File: src/rtl/snake_collision.sv
// snake_collision: per-frame head/body/wall/food event resolution, food pixel renderer,
// and owner of snake length, score, food placement and game-over. Wall hits: SNAKE_WALL_COLLISION_EN.
module snake_collision #(
   parameter int unsigned H_ACTIVE  = 640,
   parameter int unsigned V_ACTIVE  = 480,
   parameter int unsigned CELL      = 10,
   parameter int unsigned INIT_SIZE = 3,
   parameter int unsigned MAX_SIZE  = 31
) (
   input  logic       clk_d,
   input  logic       reset,
   input  logic       start,
   input  logic [9:0] xCount,
   input  logic [9:0] yCount,
   input  logic       snakeHead,
   input  logic       snakeBody,
   output logic       food,
   output logic [9:0] foodX,
   output logic [9:0] foodY,
   output logic [4:0] size,
   output logic [7:0] score,
   output logic       eat_pulse,
   output logic       game_over
);

   localparam int unsigned CW = 10;
   localparam int unsigned LW = 16;
   localparam int unsigned SW = 5;
   localparam int unsigned PW = 8;

   localparam logic [CW-1:0] CELL_W    = CW'(CELL);
   localparam logic [CW-1:0] V_EOF     = CW'(V_ACTIVE);
   localparam logic [CW-1:0] FOOD_INIT = CW'(100);
   localparam logic [SW-1:0] SIZE_INIT = SW'(INIT_SIZE);
   localparam logic [SW-1:0] SIZE_MAX  = SW'(MAX_SIZE);
   localparam logic [PW-1:0] SCORE_MAX = PW'(255);
   localparam logic [LW-1:0] LFSR_SEED = 16'hACE1;

   typedef enum logic [1:0] {
      S_IDLE = 2'd0,
      S_PLAY = 2'd1,
      S_OVER = 2'd2
   } state_t;

   state_t        r_state;
   logic [CW-1:0] r_x_d;
   logic [CW-1:0] r_y_d;
   logic [LW-1:0] r_lfsr;
   logic          r_food;
   logic [CW-1:0] r_food_x;
   logic [CW-1:0] r_food_y;
   logic [SW-1:0] r_size;
   logic [PW-1:0] r_score;
   logic          r_eat;
   logic          r_over;
   logic          r_hit_body;
   logic          r_hit_food;

   logic          w_eof;
   logic          w_clr_flags;
   logic          w_body_now;
   logic          w_food_now;
   logic          w_hit_body_any;
   logic          w_hit_food_any;
   logic          w_hit_wall_any;
   logic          w_food_pix;
   logic          w_lfsr_fb;
   logic [5:0]    w_col;
   logic [5:0]    w_row;
   logic [CW-1:0] w_new_fx;
   logic [CW-1:0] w_new_fy;

   assign food      = r_food;
   assign foodX     = r_food_x;
   assign foodY     = r_food_y;
   assign size      = r_size;
   assign score     = r_score;
   assign eat_pulse = r_eat;
   assign game_over = r_over;

   assign w_eof       = (r_x_d == '0) && (r_y_d == V_EOF);
   assign w_clr_flags = (r_state != S_PLAY) || w_eof || !start;

   assign w_body_now     = snakeHead & snakeBody;
   assign w_food_now     = snakeHead & r_food;
   assign w_hit_body_any = r_hit_body | w_body_now;
   assign w_hit_food_any = r_hit_food | w_food_now;

`ifdef SNAKE_WALL_COLLISION_EN
   localparam logic [CW-1:0] X_HI = CW'(H_ACTIVE - CELL);
   localparam logic [CW-1:0] Y_HI = CW'(V_ACTIVE - CELL);

   logic r_hit_wall;
   logic w_wall_now;

   assign w_wall_now = snakeHead && ((r_x_d < CELL_W) || (r_x_d >= X_HI) ||
                                     (r_y_d < CELL_W) || (r_y_d >= Y_HI));
   assign w_hit_wall_any = r_hit_wall | w_wall_now;

   // Sticky wall hit, cleared at frame end and outside PLAY
   always_ff @(posedge clk_d) begin
      if (reset || w_clr_flags) begin
         r_hit_wall <= 1'b0;
      end else begin
         r_hit_wall <= r_hit_wall | w_wall_now;
      end
   end
`else
   assign w_hit_wall_any = 1'b0;
`endif

   // Food cell from the LFSR, folded so the cell never touches the border ring
   assign w_lfsr_fb = r_lfsr[15] ^ r_lfsr[13] ^ r_lfsr[12] ^ r_lfsr[10];

   always_comb begin
      w_col = r_lfsr[5:0];
      w_row = r_lfsr[13:8];
      if (w_col == 6'd0) begin
         w_col = 6'd1;
      end else if (w_col == 6'd63) begin
         w_col = 6'd62;
      end
      if (w_row == 6'd0) begin
         w_row = 6'd1;
      end else if (w_row >= 6'd47) begin
         w_row = w_row - 6'd32;
      end
   end

   assign w_new_fx = CW'(w_col) * CELL_W;
   assign w_new_fy = CW'(w_row) * CELL_W;

   assign w_food_pix = (xCount > r_food_x) && (xCount < (r_food_x + CELL_W)) &&
                       (yCount > r_food_y) && (yCount < (r_food_y + CELL_W));

   // Coordinate delay, food pixel and free-running LFSR
   always_ff @(posedge clk_d) begin
      if (reset) begin
         r_x_d  <= '0;
         r_y_d  <= '0;
         r_food <= 1'b0;
         r_lfsr <= LFSR_SEED;
      end else begin
         r_x_d  <= xCount;
         r_y_d  <= yCount;
         r_food <= w_food_pix;
         r_lfsr <= {r_lfsr[LW-2:0], w_lfsr_fb};
      end
   end

   // Sticky body/food hits over the current frame
   always_ff @(posedge clk_d) begin
      if (reset || w_clr_flags) begin
         r_hit_body <= 1'b0;
         r_hit_food <= 1'b0;
      end else begin
         r_hit_body <= r_hit_body | w_body_now;
         r_hit_food <= r_hit_food | w_food_now;
      end
   end

   // Game FSM; a hit seen in the eof cycle itself still counts for this frame
   always_ff @(posedge clk_d) begin
      if (reset) begin
         r_state  <= S_IDLE;
         r_size   <= SIZE_INIT;
         r_score  <= '0;
         r_food_x <= FOOD_INIT;
         r_food_y <= FOOD_INIT;
         r_eat    <= 1'b0;
         r_over   <= 1'b0;
      end else begin
         r_eat <= 1'b0;
         case (r_state)
            S_IDLE: begin
               r_size   <= SIZE_INIT;
               r_score  <= '0;
               r_food_x <= FOOD_INIT;
               r_food_y <= FOOD_INIT;
               r_over   <= 1'b0;
               if (start) begin
                  r_state <= S_PLAY;
               end
            end
            S_PLAY: begin
               if (!start) begin
                  r_state <= S_IDLE;
               end else if (w_eof) begin
                  if (w_hit_body_any || w_hit_wall_any) begin
                     r_state <= S_OVER;
                     r_over  <= 1'b1;
                  end else if (w_hit_food_any) begin
                     r_size   <= (r_size >= SIZE_MAX) ? SIZE_MAX : r_size + SW'(1);
                     r_score  <= (r_score == SCORE_MAX) ? SCORE_MAX : r_score + PW'(1);
                     r_eat    <= 1'b1;
                     r_food_x <= w_new_fx;
                     r_food_y <= w_new_fy;
                  end
               end
            end
            S_OVER: begin
               r_over <= 1'b1;
               if (!start) begin
                  r_state <= S_IDLE;
               end
            end
            default: begin
               r_state <= S_IDLE;
            end
         endcase
      end
   end

endmodule

File: config.mk
export PLATFORM = sky130hd
export DESIGN_NAME = snake_collision
export DESIGN_NICKNAME = d
export VERILOG_FILES = /design/src/rtl/snake_collision.sv
export SDC_FILE = /design/constraint.sdc
export NUM_CORES = 1
export LEC_CHECK = 0
export CAP_MARGIN = 20
export CORE_UTILIZATION = 50
export DETAILED_ROUTE_END_ITERATION = 8
export GPL_TIMING_DRIVEN = 0
export PLACE_DENSITY = 0.8
export SLEW_MARGIN = 25
export SYNTH_ARGS = -nofsm -noshare
export SYNTH_HDL_FRONTEND = slang
export SYNTH_SLANG_ARGS = --single-unit
File: constraint.sdc
create_clock -name clk_d -period 4.4 [get_ports clk_d]
set_input_delay 0.66 -clock clk_d [delete_from_list [all_inputs] [get_ports clk_d]]
set_output_delay 0.66 -clock clk_d [all_outputs]
set_load 0.01 [all_outputs]
=== Yosys cells after proc, flatten, opt, wreduce, memory -nomap -nowiden ===
Index checks and enable logic that the tools add are counted.

* Word-level logic and storage cells: 106
* Memories: 0
* Memory bits (writable): 0
* Bits in latches: 0
* Input bits: 25
* Register bits: 76
* Output and inout port bits: 36
* Bits in read-only memories: 0

* Multipliers: 2
* Equal/unequal tests: 15
* Reduce and logical (&&, ||, !) cells: 18
* Div/mod/pow operators: 0
* Shift-type cells: 0
* Muxes and demuxes: 37
* Add/subtract/negate cells: 5
* Bitwise logic cells: 10
* Magnitude comparators: 6

{| class="wikitable"
|+ Operators by type and width
! cell !! number
|-
| 10-bit two-way mux || 8
|-
| 8-bit two-way mux || 5
|-
| 10-bit case mux with 2 select lines || 2
|-
| 5-bit two-way mux || 5
|-
| 6-bit two-way mux || 4
|-
| 10-bit by 4-bit adder with 10-bit output, second input constant || 2
|-
| 10-bit greater-than comparator || 2
|-
| 10-bit < comparator || 2
|-
| 6-bit by 3-bit multiplier with 9-bit output, second input constant || 2
|-
| 8-bit case mux with 2 select lines || 1
|-
| 2-bit inequality test, second input constant || 7
|-
| 6-bit zero test || 2
|-
| 10-bit by 9-bit == test with 1-bit output, second input constant || 1
|-
| 10-bit zero test || 1
|-
| 2-bit two-way mux || 5
|-
| 5-bit case mux with 2 select lines || 1
|-
| 8-bit by 1-bit adder with 8-bit output, second input constant || 1
|-
| 8-bit == test, second input constant || 1
|-
| 4-bit AND reduction || 2
|-
| 6-bit == test, second input constant || 1
|-
| 6-bit greater-or-equal comparator, second input constant || 1
|-
| 3-bit inequality test, second input constant || 2
|-
| 2-bit case mux with 3 select lines || 1
|-
| 6-bit subtractor, second input constant || 1
|-
| 19 further kinds || 33
|}

=== Longest topological paths before layout ===
Gate-level depths: netlist of run 1.

* Depth after elaboration: 9
* Gate-level depth with buffers: 12
* Gate-level depth less buffers: 12

=== Least setup slack after synthesis of run 1 ===
Ideal clock, no wire load.

* Path type: reg2reg
* Start: register r_lfsr[10]
* End: register r_food_y[8], in the netlist foodY[8]
* Path buffers: 0
* Clock period less this slack: 2.244 ns
* Library setup time: 0.127 ns
* Arrival: 2.117 ns
* Cell stages (with the launch flop): 12
* Data required time: 4.273 ns
* Setup slack: 2.156 ns
* Path through: dfxtp_1 -> or4_1 -> o21bai_1 -> ha_1 -> ha_1 -> inv_1 -> fa_1 -> inv_1 -> a21o_1 -> a21oi_1 -> xnor2_1 -> o22ai_1

* Cells in the longest elaborated chain, start to end: 9
* Elaborated cells on any way between the ends: 11
* Classes of those cells: add/sub (1); mul (1); order compare (1); mux (7); reduce/logical (1)

{| class="wikitable"
|+ Ends and longest elaborated chain
! element !! line !! RTL
|-
| start, declared || 48 || <nowiki>logic [LW-1:0] r_lfsr;</nowiki>
|-
| start signal, assigned || 147 || <nowiki>r_lfsr <= {r_lfsr[LW-2:0], w_lfsr_fb};</nowiki>
|-
| 6-bit subtractor / 6-bit greater-or-equal comparator (equally long branches) || 126, 125 ||
|-
| 6-bit two-way mux || 125 || <nowiki>end else if (w_row >= 6'd47) begin</nowiki>
|-
| 6-bit two-way mux * || 123 || <nowiki>if (w_row == 6'd0) begin</nowiki>
|-
| 6-bit by 3-bit multiplier with 9-bit output * || 131 || <nowiki>assign w_new_fy = CW'(w_row) * CELL_W;</nowiki>
|-
| 10-bit two-way mux * || 192 || <nowiki>end else if (w_hit_food_any) begin</nowiki>
|-
| 10-bit two-way mux * || 189 || <nowiki>if (w_hit_body_any || w_hit_wall_any) begin</nowiki>
|-
| 10-bit two-way mux * || 188 || <nowiki>end else if (w_eof) begin</nowiki>
|-
| 10-bit two-way mux * || 186 || <nowiki>if (!start) begin</nowiki>
|-
| 10-bit case mux with 2 select lines * || 174 || <nowiki>case (r_state)</nowiki>
|-
| end signal, assigned || 197 || <nowiki>r_food_y <= w_new_fy;</nowiki>
|-
| end, declared || 51 || <nowiki>logic [CW-1:0] r_food_y;</nowiki>
|}

Every way passes the cells marked *; elsewhere a longest branch is shown, timed or not. The select of a mux whose other input is x is not followed.
A chain may end at the register's enable or synchronous reset.

=== Worst setup path after layout of run 1 ===
* Start: register r_food_y[1], in the netlist foodY[1]
* End: register r_food, in the netlist food

* Cells in the longest elaborated chain, start to end: 3
* Elaborated cells on any way between the ends: 5
* Classes of those cells: add/sub (1); order compare (2); reduce/logical (2)

{| class="wikitable"
|+ Ends and longest elaborated chain
! element !! line !! RTL
|-
| 10-bit by 4-bit adder with 10-bit output / 10-bit greater-than comparator (equally long branches) || 134 || <nowiki>(yCount > r_food_y) && (yCount < (r_food_y + CELL_W));</nowiki>
|-
| 10-bit < comparator / 1-bit logical AND (equally long branches) || 134, 133 ||
|-
| 1-bit logical AND * || 134 ||
|-
| end signal, assigned || 146 || <nowiki>r_food <= w_food_pix;</nowiki>
|-
| end, declared || 49 || <nowiki>logic r_food;</nowiki>
|}

Every way passes the cells marked *; elsewhere a longest branch is shown, timed or not.

==> results_dict.tcl, run 1 <==
set metrics [dict create \
    cts_setup_buffers 0 \
    synthTopCellsByArea "dfxtp_1, ha_1, nor2b_1, inv_1, xnor2_1" \
    powerDensity_nw_per_um2 286 \
    placed_cell_area_um2 4790 \
    cts.sinks 74 \
    maxSlewViolCount 0 \
    placed_cells 607 \
    overflow 0 \
    setup_tns_ps 0 \
    ys_async_sr_fraction_pct 0 \
    initial_core_util_pct 52.3 \
    synth_top_flop_cell "dfxtp_1" \
    p_leak_uw 0.00214 \
    grt_pass1_wl_mm 16.2 \
    crit_path_max_incr_delay_ps 430 \
    fin_area_um2 4970 \
    avgSynthCellArea_um2 9.14 \
    cp.buffers_inverters 0 \
    max-clock-path-buffers 2 \
    synthXorXnorAreaFrac_pct 5.15 \
    worstMarginPinSlew_ps 876 \
    grtUsageMet1_pct 29.8 \
    drt-total-wl_mm 9.72 \
    syn_inst 447 \
    grt_util_met2_pct 41.4 \
    numCtsBuffers 9 \
    synth_edf_count 0 \
    final_nets 602 \
    yosysUniqueCellTypes 58 \
    hold_viol 0 \
    fin_cells 622 \
    worstPathRequired_ps 4630 \
    grtUsageTotal_pct 24.3 \
    clk_pin_slew_ps 80 \
    io-pin-count 61 \
    drcViolationCount 0 \
    synth_top_family_by_area "adder cells" \
    dieArea_um2 8540 \
    place.gp.congestion 0.826 \
    rrSetupSlack_ps 1730 \
    core_region_area_um2 7810 \
    ant_nets 0 \
    synth-adder-area-share_pct 19.1 \
    ys_ff_latch 74 \
    hpwl_mm 7.35 \
    max_freq_mhz 375 \
    fin_crit_sh_pct 60.6 \
    synth_top_area_cell "dfxtp_1" \
    root_buffer "clkbuf_8" \
    drv_cap 0 \
    path_delay_family "simple AND/OR/NAND/NOR gates" \
    rsz0062_at_grt "false" \
    reg2reg_to "food" \
    worstSkewPairLatency_ps 350 \
    setup_viol_count_final 0 \
    path_cells "ha_1 > nor2_1 > nor3_1 > nand3_1 > xnor2_1 > ha_1 > a22oi_1 > o211ai_1 > a31oi_1 > o311ai_0 > nor4_1" \
    syn2layout_area_growth_pct 21.7 \
    antenna_found_initial 0 \
    cp_common_cell "ha_1" \
    layout-drive-gt1-share_pct 6.35 \
    cp-end-kind "register" \
    crit_type "register to register" \
    ir_drop_v 0.000175 \
    firstDrtPassIters 5 \
    status "completed" \
    cts_tree "done" \
    yosys_warnings 0 \
    final_util_pct 63.7 \
    hp-start "r_lfsr[6]" \
    drt-wirelength-per-cell_um 15.6 \
    n_antenna_cell 0 \
    rr_startpoint "foodY[1]" \
    netlist_area_um2 4090 \
    crit_fanout 5 \
    hold_path_depth 1 \
    grt_busiest_layer "met2" \
    die_h_um 92.4 \
    hold_path.class "register to register" \
    slew_headroom_pct 41.4 \
    rows 32 \
    timing.hold.ws_ps 412 \
    vias 3435 \
    reg2reg_depth 11 \
    vias_per_cell 5.52 \
    drtIter0Drc 236 \
    critPathSlowestCell "dfxtp_1" \
    muxShareOfSynthArea_pct 0.245 \
    port_buffers 57 \
    grt_pass1_vias 3529 \
    ctsResizeCount 0 \
    finalClockSkew_ps 7.43 \
    fin_crit_ps 2670 \
    arrival_ps 2900 \
    startpoint_type "register" \
    yosysSeqAreaShare_pct 36.3 \
    yosys.area_share.simple_pct 17.9 \
    grt_max_degree 12 \
    synth_compound_area_share_pct 15.6 \
    die_x_um 92.4 \
    htree_levels 3 \
    hold_end "r_lfsr[7]" \
    postCtsHoldBufs 0 \
    synth_top_area_share_pct 36.3 \
    use_met3_pct 5.58 \
]
[registers in the layout (all words and copies together) (netlist names)]
name,flops
r_x_d,10
r_y_d,10
r_hit_body,1
r_hit_food,1
r_lfsr,16
size,5
score,8
eat_pulse,1
r_state,2
food,1
foodY,9
foodX,9
game_over,1
[kinds of logic after synthesis]
kind of cell,count (synthesis)
AND/OR/NAND/NOR,134
flip-flops,74
adder cells (fa/ha/maj),61
other,1
multiplexers,1
XOR/XNOR,24
buffers and inverters,57
AO/OA/AOI/OAI,95
[per-layer routing]
metal	wire [µm]	up-vias
li1	-	1702
met2	4740	90
met1	4350	1628
met5	0	-
met4	153	0
met3	469	15
[report_power, final]
group / leakage (µW) / total (µW) / switching [µW] / internal [µW]
combinational: 0.00144 / 195 / 102 / 92.6
clock: 0.0000962 / 521 / 248 / 273
sequential: 0.000607 / 706 / 13.8 / 692
[worst max-delay path by stage]
stage,start,to,slack [ps],depth (start not counted)
6_report,foodY[1],food,1730,11
2_1_floorplan,r_lfsr[10],foodY[8],2160,11
3_3_place_gp,start,foodX[9],1470,7
4_1_cts,foodY[1],food,1730,11
3_5_place_dp,start,foodX[9],1460,7
5_1_grt,foodY[1],food,1450,11
[per-stage QoR]
stage	total power (µW)	setup slack (ps)
after global placement	903	1470
after global routing	1490	1450
final	1420	1730
after floorplan	844	2160
after CTS	1430	1730
after detailed placement	912	1460
[layout make-up]
| class | instances | area [µm²] |
|---|---|---|
| repair buffers | 57 | 571 |
| clock inverters | 3 | 40.0 |
| well taps | 102 | 128 |
| multi-input cells | 317 | 2370 |
| clock buffers | 12 | 145 |
| plain buffers | 20 | 91.3 |
| inverters | 37 | 144 |
| fillers | 658 | 2840 |
| flip-flops and latches | 74 | 1480 |
[synth_stat cells (4+ instances only)]
library cell / number
dfxtp_1: 74
ha_1: 59
inv_1: 36
nor2b_1: 32
nor2_1: 24
a21oi_1: 23
nand2_1: 20
clkbuf_1: 14
o21ai_0: 14
xnor2_1: 14
a21o_1: 11
nor3_1: 10
xor2_1: 10
nand3_1: 9
nor4_1: 8
or2_2: 8
o22ai_1: 7
a22oi_1: 5
and3_1: 5
buf_4: 4
o21a_1: 4
o21bai_1: 4
[placed cells by master (no fill, tap or decap), types with 2 or more instances in the layout]
master / n
a31oi_1: 3
xor2_1: 10
nand2_1: 20
fa_1: 2
a22oi_1: 5
ha_1: 59
clkbuf_1: 16
clkdlybuf4s50_1: 57
nor4_1: 8
o22ai_1: 7
dfxtp_1: 74
a211oi_1: 2
conb_1: 2
nor2b_1: 32
a2111oi_0: 3
and4_1: 3
nand2b_1: 2
a21oi_1: 23
a311oi_1: 2
nor3_1: 10
a22o_1: 2
and3_1: 5
clkinv_2: 2
inv_1: 36
a211o_1: 2
o21ai_0: 14
xnor2_1: 14
o21a_1: 4
a21o_1: 11
o211ai_1: 2
or2_2: 8
nor2_1: 24
buf_4: 4
clkbuf_8: 10
a21oi_2: 2
nand4_1: 3
nand3_1: 9
o21bai_1: 4
[worst reg2reg max path, cell delays in order, from the launching register on]
cell      delay (ps)
dfxtp_1          430
ha_1             260
nor2_1            60
nor3_1           290
nand3_1          150
xnor2_1          150
ha_1             330
a22oi_1          150
o211ai_1         100
a31oi_1          190
o311ai_0         180
nor4_1           270
No activity file was read; power rests on OpenSTA's default activity.
==> inputs of run 2 (changes only) <==
==> constraint.sdc (replaced) <==
create_clock -name clk_d -period 2.7 [get_ports clk_d]
set_input_delay 0.405 -clock clk_d [delete_from_list [all_inputs] [get_ports clk_d]]
set_output_delay 0.405 -clock clk_d [all_outputs]
set_load 0.01 [all_outputs]
==> run 2 against run 1 <==
Critical path depth did not move. Maximum frequency is 7.0% higher. Sequential share of layout area fell by 0.096 points. Die area unchanged. Clock skew down 1.2 ps. Core utilization up 0.53 points. Non-clock buffer count rose by 1. Clock power rose by 65%. Wire length is 0.72% higher. Critical path type unchanged. Critical endpoint unchanged.
==> results_dict.tcl, run 2 (same netlist as run 1, synthesis figures left out) <==
set metrics [dict create \
    grt_pass1_wl_mm 16.2 \
    firstDrtPassIters 4 \
    fin_crit_sh_pct 92.3 \
    die_x_um 92.4 \
    overflow 0 \
    max-clock-path-buffers 2 \
    worstSkewPairLatency_ps 360 \
    reg_top3 "r_lfsr x16, r_x_d x10, r_y_d x10" \
    max_freq_mhz 401 \
    drtIter0Drc 238 \
    status "completed" \
    startpoint_type "register" \
    syn2layout_area_growth_pct 22.7 \
    io-pin-count 61 \
    drcViolationCount 0 \
    numCtsBuffers 9 \
    rows 32 \
    fin_cells 623 \
    fillers 644 \
    worstMarginPinSlew_ps 851 \
    initial_core_util_pct 52.3 \
    maxSlewViolCount 0 \
    n_antenna_cell 0 \
    core_region_area_um2 7810 \
    hold_path.class "register to register" \
    hpwl_mm 7.35 \
    drt-total-wl_mm 9.79 \
    regArea_um2 1490 \
    powerDensity_nw_per_um2 464 \
    slew_headroom_pct 43.0 \
    final_cell_mix "dfxtp_1, ha_1, clkdlybuf4s50_1" \
    largest_reg_flops 16 \
    cts_tree "done" \
    placed_cells 607 \
    reg2reg_depth 11 \
    layout-drive-gt1-share_pct 8.06 \
    place.gp.congestion 0.826 \
    ir_drop_v 0.000287 \
    grt_max_degree 12 \
    crit_fanout 5 \
    port_buffers 57 \
    htree_levels 3 \
    vias_per_cell 5.52 \
    hold_path_depth 1 \
    setup_viol_count_final 0 \
    dpl_worst_slack_ps 15.8 \
    vias 3438 \
    final_nets 603 \
    grt_pass1_vias 3529 \
    die_h_um 92.4 \
    setup_tns_ps 0 \
    antenna_found_initial 0 \
    p_leak_uw 0.00215 \
    drt-wirelength-per-cell_um 15.7 \
    ant_nets 0 \
    hold_viol 0 \
    worstPathRequired_ps 2940 \
    arrival_ps 2730 \
    grtUsageTotal_pct 24.3 \
    crit_type "register to register" \
    root_buffer "clkbuf_8" \
    drv_cap 0 \
    fin_crit_ps 2490 \
    rsz0062_at_grt "false" \
    cp-end-kind "register" \
    finalClockSkew_ps 6.25 \
    layout_setup_ws_ps 208 \
    regMostFlops "r_lfsr" \
    layout_commonest_cell "dfxtp_1" \
    multi_input_area_um2 2400 \
    cts.sinks 74 \
    clk_pin_slew_ps 70 \
    dieArea_um2 8540 \
]
==> run 2: final timing paths <==
check                                from         to  slack, ps
worst min register to register  r_lfsr[6]  r_lfsr[7]        410
worst min-delay path            r_lfsr[6]  r_lfsr[7]        410
worst max register to register   foodX[1]       food        210
worst max-delay path             foodX[1]       food        210
==> run 2: what timing repair did <==
item                       4_1_cts  5_1_grt
setup endpoints to repair        0        1
buffers inserted                 0        1
gates resized for setup          0       12
hold buffers                     0        0
==> run 2: layout make-up <==
cell class                 count  share of cell area, %
buffer                        20                   1.82
clock buffer                  12                   2.89
clock inverter                 3                  0.799
inverter                      37                   2.87
multi-input combinational    317                   47.8
sequential                    74                   29.7
tap                          102                   2.55
timing repair buffer          58                   11.5
==> run 2: where the power goes <==
group,internal (µW),switching (µW),leakage (µW)
registers,1130,22.3,0.000607
logic,152,167,0.00144
clock network,445,413,0.0000962
==> run 2: metrics by stage <==
stage | hold slack [ps] | util (%) | area [µm²] | power (µW)
final | 412 | 64.2 | 5010 | 2330
after global routing | 456 | 64.2 | 5010 | 2430
after CTS | 416 | 63.7 | 4970 | 2330
after detailed placement | 399 | 61.3 | 4790 | 1490
after global placement | 394 | 61.3 | 4790 | 1470
after floorplan | 389 | - | 4090 | 1380
==> run 2: worst max-delay path, stage by stage (launching register included) <==
cell and delay, ps:
dfxtp_2 380, ha_2 210, nor2_1 60, nor3_2 200, nand3_1 130, xnor2_1 140
ha_1 300, a22oi_1 180, o211ai_1 110, a31oi_1 190, o311ai_1 150, nor4_1 320
==> run 2: layer usage <==
metal / share of wire, % / routed length, µm / global-route usage (%) / vias up
li1: - / - / - / 1701
met1: 45 / 4400 / 29.8 / 1637
met2: 49 / 4770 / 41.4 / 87
met3: 4.8 / 467 / 5.58 / 13
met4: 1.5 / 143 / 8.85 / 0
met5: 0 / 0 / 0 / -
==> inputs of run 3 (changes only) <==
--- a/config.mk
+++ b/config.mk
@@ -6,10 +6,12 @@
 export NUM_CORES = 1
 export LEC_CHECK = 0
 export CAP_MARGIN = 20
-export CORE_UTILIZATION = 50
+export CORE_MARGIN = 5
+export CORE_UTILIZATION = 46
 export DETAILED_ROUTE_END_ITERATION = 8
 export GPL_TIMING_DRIVEN = 0
-export PLACE_DENSITY = 0.8
+export PLACE_DENSITY = 0.75
+export SKIP_CTS_REPAIR_TIMING = 1
 export SLEW_MARGIN = 25
 export SYNTH_ARGS = -nofsm -noshare
 export SYNTH_HDL_FRONTEND = slang
==> run 3 against run 2 <==
Flip-flop and latch count unchanged. Clock-buffer cell count is 1 higher. Sequential share of layout area fell by 0.21 points. Critical path depth decreased by 1. Core utilization fell by 6.0 points. Largest cell class unchanged. Global-route usage down 6.8 points. Final cell count grew 1.3%. Non-clock buffer count rose by 1.
==> results_dict.tcl, run 3 (same netlist as run 1, synthesis figures left out) <==
set metrics [dict create \
    dieArea_um2 10900 \
    numCtsBuffers 9 \
    arrival_ps 2900 \
    syn2layout_area_growth_pct 23.6 \
    crit_path_max_incr_delay_ps 450 \
    place.gp.congestion 0.891 \
    drv_cap 0 \
    rows 34 \
    finalClockSkew_ps 7.28 \
    crit_fanout 5 \
    max-clock-path-buffers 2 \
    n_antenna_cell 0 \
    hold_viol 0 \
    fin_crit_sh_pct 98.6 \
    cts_tree "done" \
    hold_path.class "register to register" \
    timing.hold.ws_ps 406 \
    slew_headroom_pct 42.2 \
    drt-wirelength-per-cell_um 15.5 \
    clk_pin_slew_ps 80 \
    startpoint_type "register" \
    crit_type "register to register" \
    htree_levels 3 \
    fin_crit_ps 2660 \
    final_nets 604 \
    hpwl_mm 7.44 \
    regMostFlops "r_lfsr" \
    cp.buffers_inverters 1 \
    cp-end-kind "register" \
    reg_top3 "r_lfsr x16, r_x_d x10, r_y_d x10" \
    cts.sinks 74 \
    ant_nets 0 \
    root_buffer "clkbuf_8" \
    critPathSlowestCell "a2111oi_0" \
    layout-drive-gt1-share_pct 9.18 \
    setup_viol_count_final 0 \
    layout_setup_ws_ps 39.1 \
    final_cell_mix "dfxtp_1, ha_1, clkdlybuf4s50_1" \
    port_buffers 57 \
    grtUsageTotal_pct 17.5 \
    dpl_worst_slack_ps -50.7 \
    worstMarginPinSlew_ps 863 \
    initial_core_util_pct 47.1 \
    die_h_um 104 \
    vias_per_cell 5.36 \
    max_freq_mhz 376 \
    layout_commonest_cell "dfxtp_1" \
    io-pin-count 61 \
    p_leak_uw 0.00215 \
    grt_pass1_vias 3324 \
    path_delay_family "compound AO/OA/AOI/OAI gates" \
    drt-total-wl_mm 9.76 \
    grt_pass1_wl_mm 15.8 \
    fin_total_pwr_uw 2290 \
    grt_max_degree 12 \
    vias 3380 \
    firstDrtPassIters 5 \
    antenna_found_initial 0 \
    ir_drop_v 0.000209 \
    placed_cell_area_um2 4790 \
    die_x_um 104 \
    largest_reg_flops 16 \
    worstPathRequired_ps 2930 \
    powerDensity_nw_per_um2 454 \
    overflow 0 \
    status "completed" \
    core_region_area_um2 8680 \
    drtIter0Drc 211 \
    final_util_pct 58.2 \
    maxSlewViolCount 0 \
    fin_area_um2 5050 \
    path_cells "ha_2 > nor2_1 > nor3_2 > buf_4 > xnor2_1 > ha_1 > a2111oi_0 > a211o_1 > o311ai_2 > nor4_2" \
    drcViolationCount 0 \
    worstSkewPairLatency_ps 360 \
]
-- run 3: worst reg2reg max path, stage by stage, from the launching register on --
cell	delay [ps]
dfxtp_4	380
ha_2	200
nor2_1	50
nor3_2	230
buf_4	160
xnor2_1	120
ha_1	280
a2111oi_0	450
a211o_1	210
o311ai_2	110
nor4_2	350
-- run 3: where the power goes --
| part | total, µW | internal (µW) | switching, µW |
|---|---|---|---|
| Sequential | 1150 | 1130 | 22.0 |
| Combinational | 316 | 151 | 166 |
| Clock | 830 | 426 | 404 |
| Total | 2290 | 1700 | 591 |
-- run 3: metal layers --
metal	vias up	track usage (%)	wire, µm
met5	-	0	0
li1	1702	-	-
met2	84	28.9	4690
met3	8	3.10	483
met4	0	6.75	112
met1	1586	22.6	4470
-- run 3: final cells by class --
| cell class | instances | area [µm²] |
|---|---|---|
| multi-input cells | 317 | 2430 |
| clock inverters | 3 | 40.0 |
| plain buffers | 20 | 91.3 |
| flip-flops and latches | 74 | 1490 |
| inverters | 37 | 144 |
| repair buffers | 59 | 586 |
| fillers | 765 | 3630 |
| well taps | 108 | 135 |
| clock buffers | 13 | 139 |
-- run 3: worst paths after layout --
kind | end | start | cells after the start | slack (ps)
worst min-delay path | r_lfsr[15] | r_lfsr[14] | 1 | 410
worst min register to register | r_lfsr[15] | r_lfsr[14] | 1 | 410
worst max-delay path | food | foodY[1] | 10 | 40
worst max register to register | food | foodY[1] | 10 | 40
-- run 3: metrics by stage --
| step | setup TNS (ps) | std cells |
|---|---|---|
| finish | 0 | 631 |
| global route | -87.9 | 631 |
| CTS | -79.9 | 629 |
| detailed placement | -50.7 | 613 |
| global placement | 0 | 613 |
| floorplan | 0 | 448 |
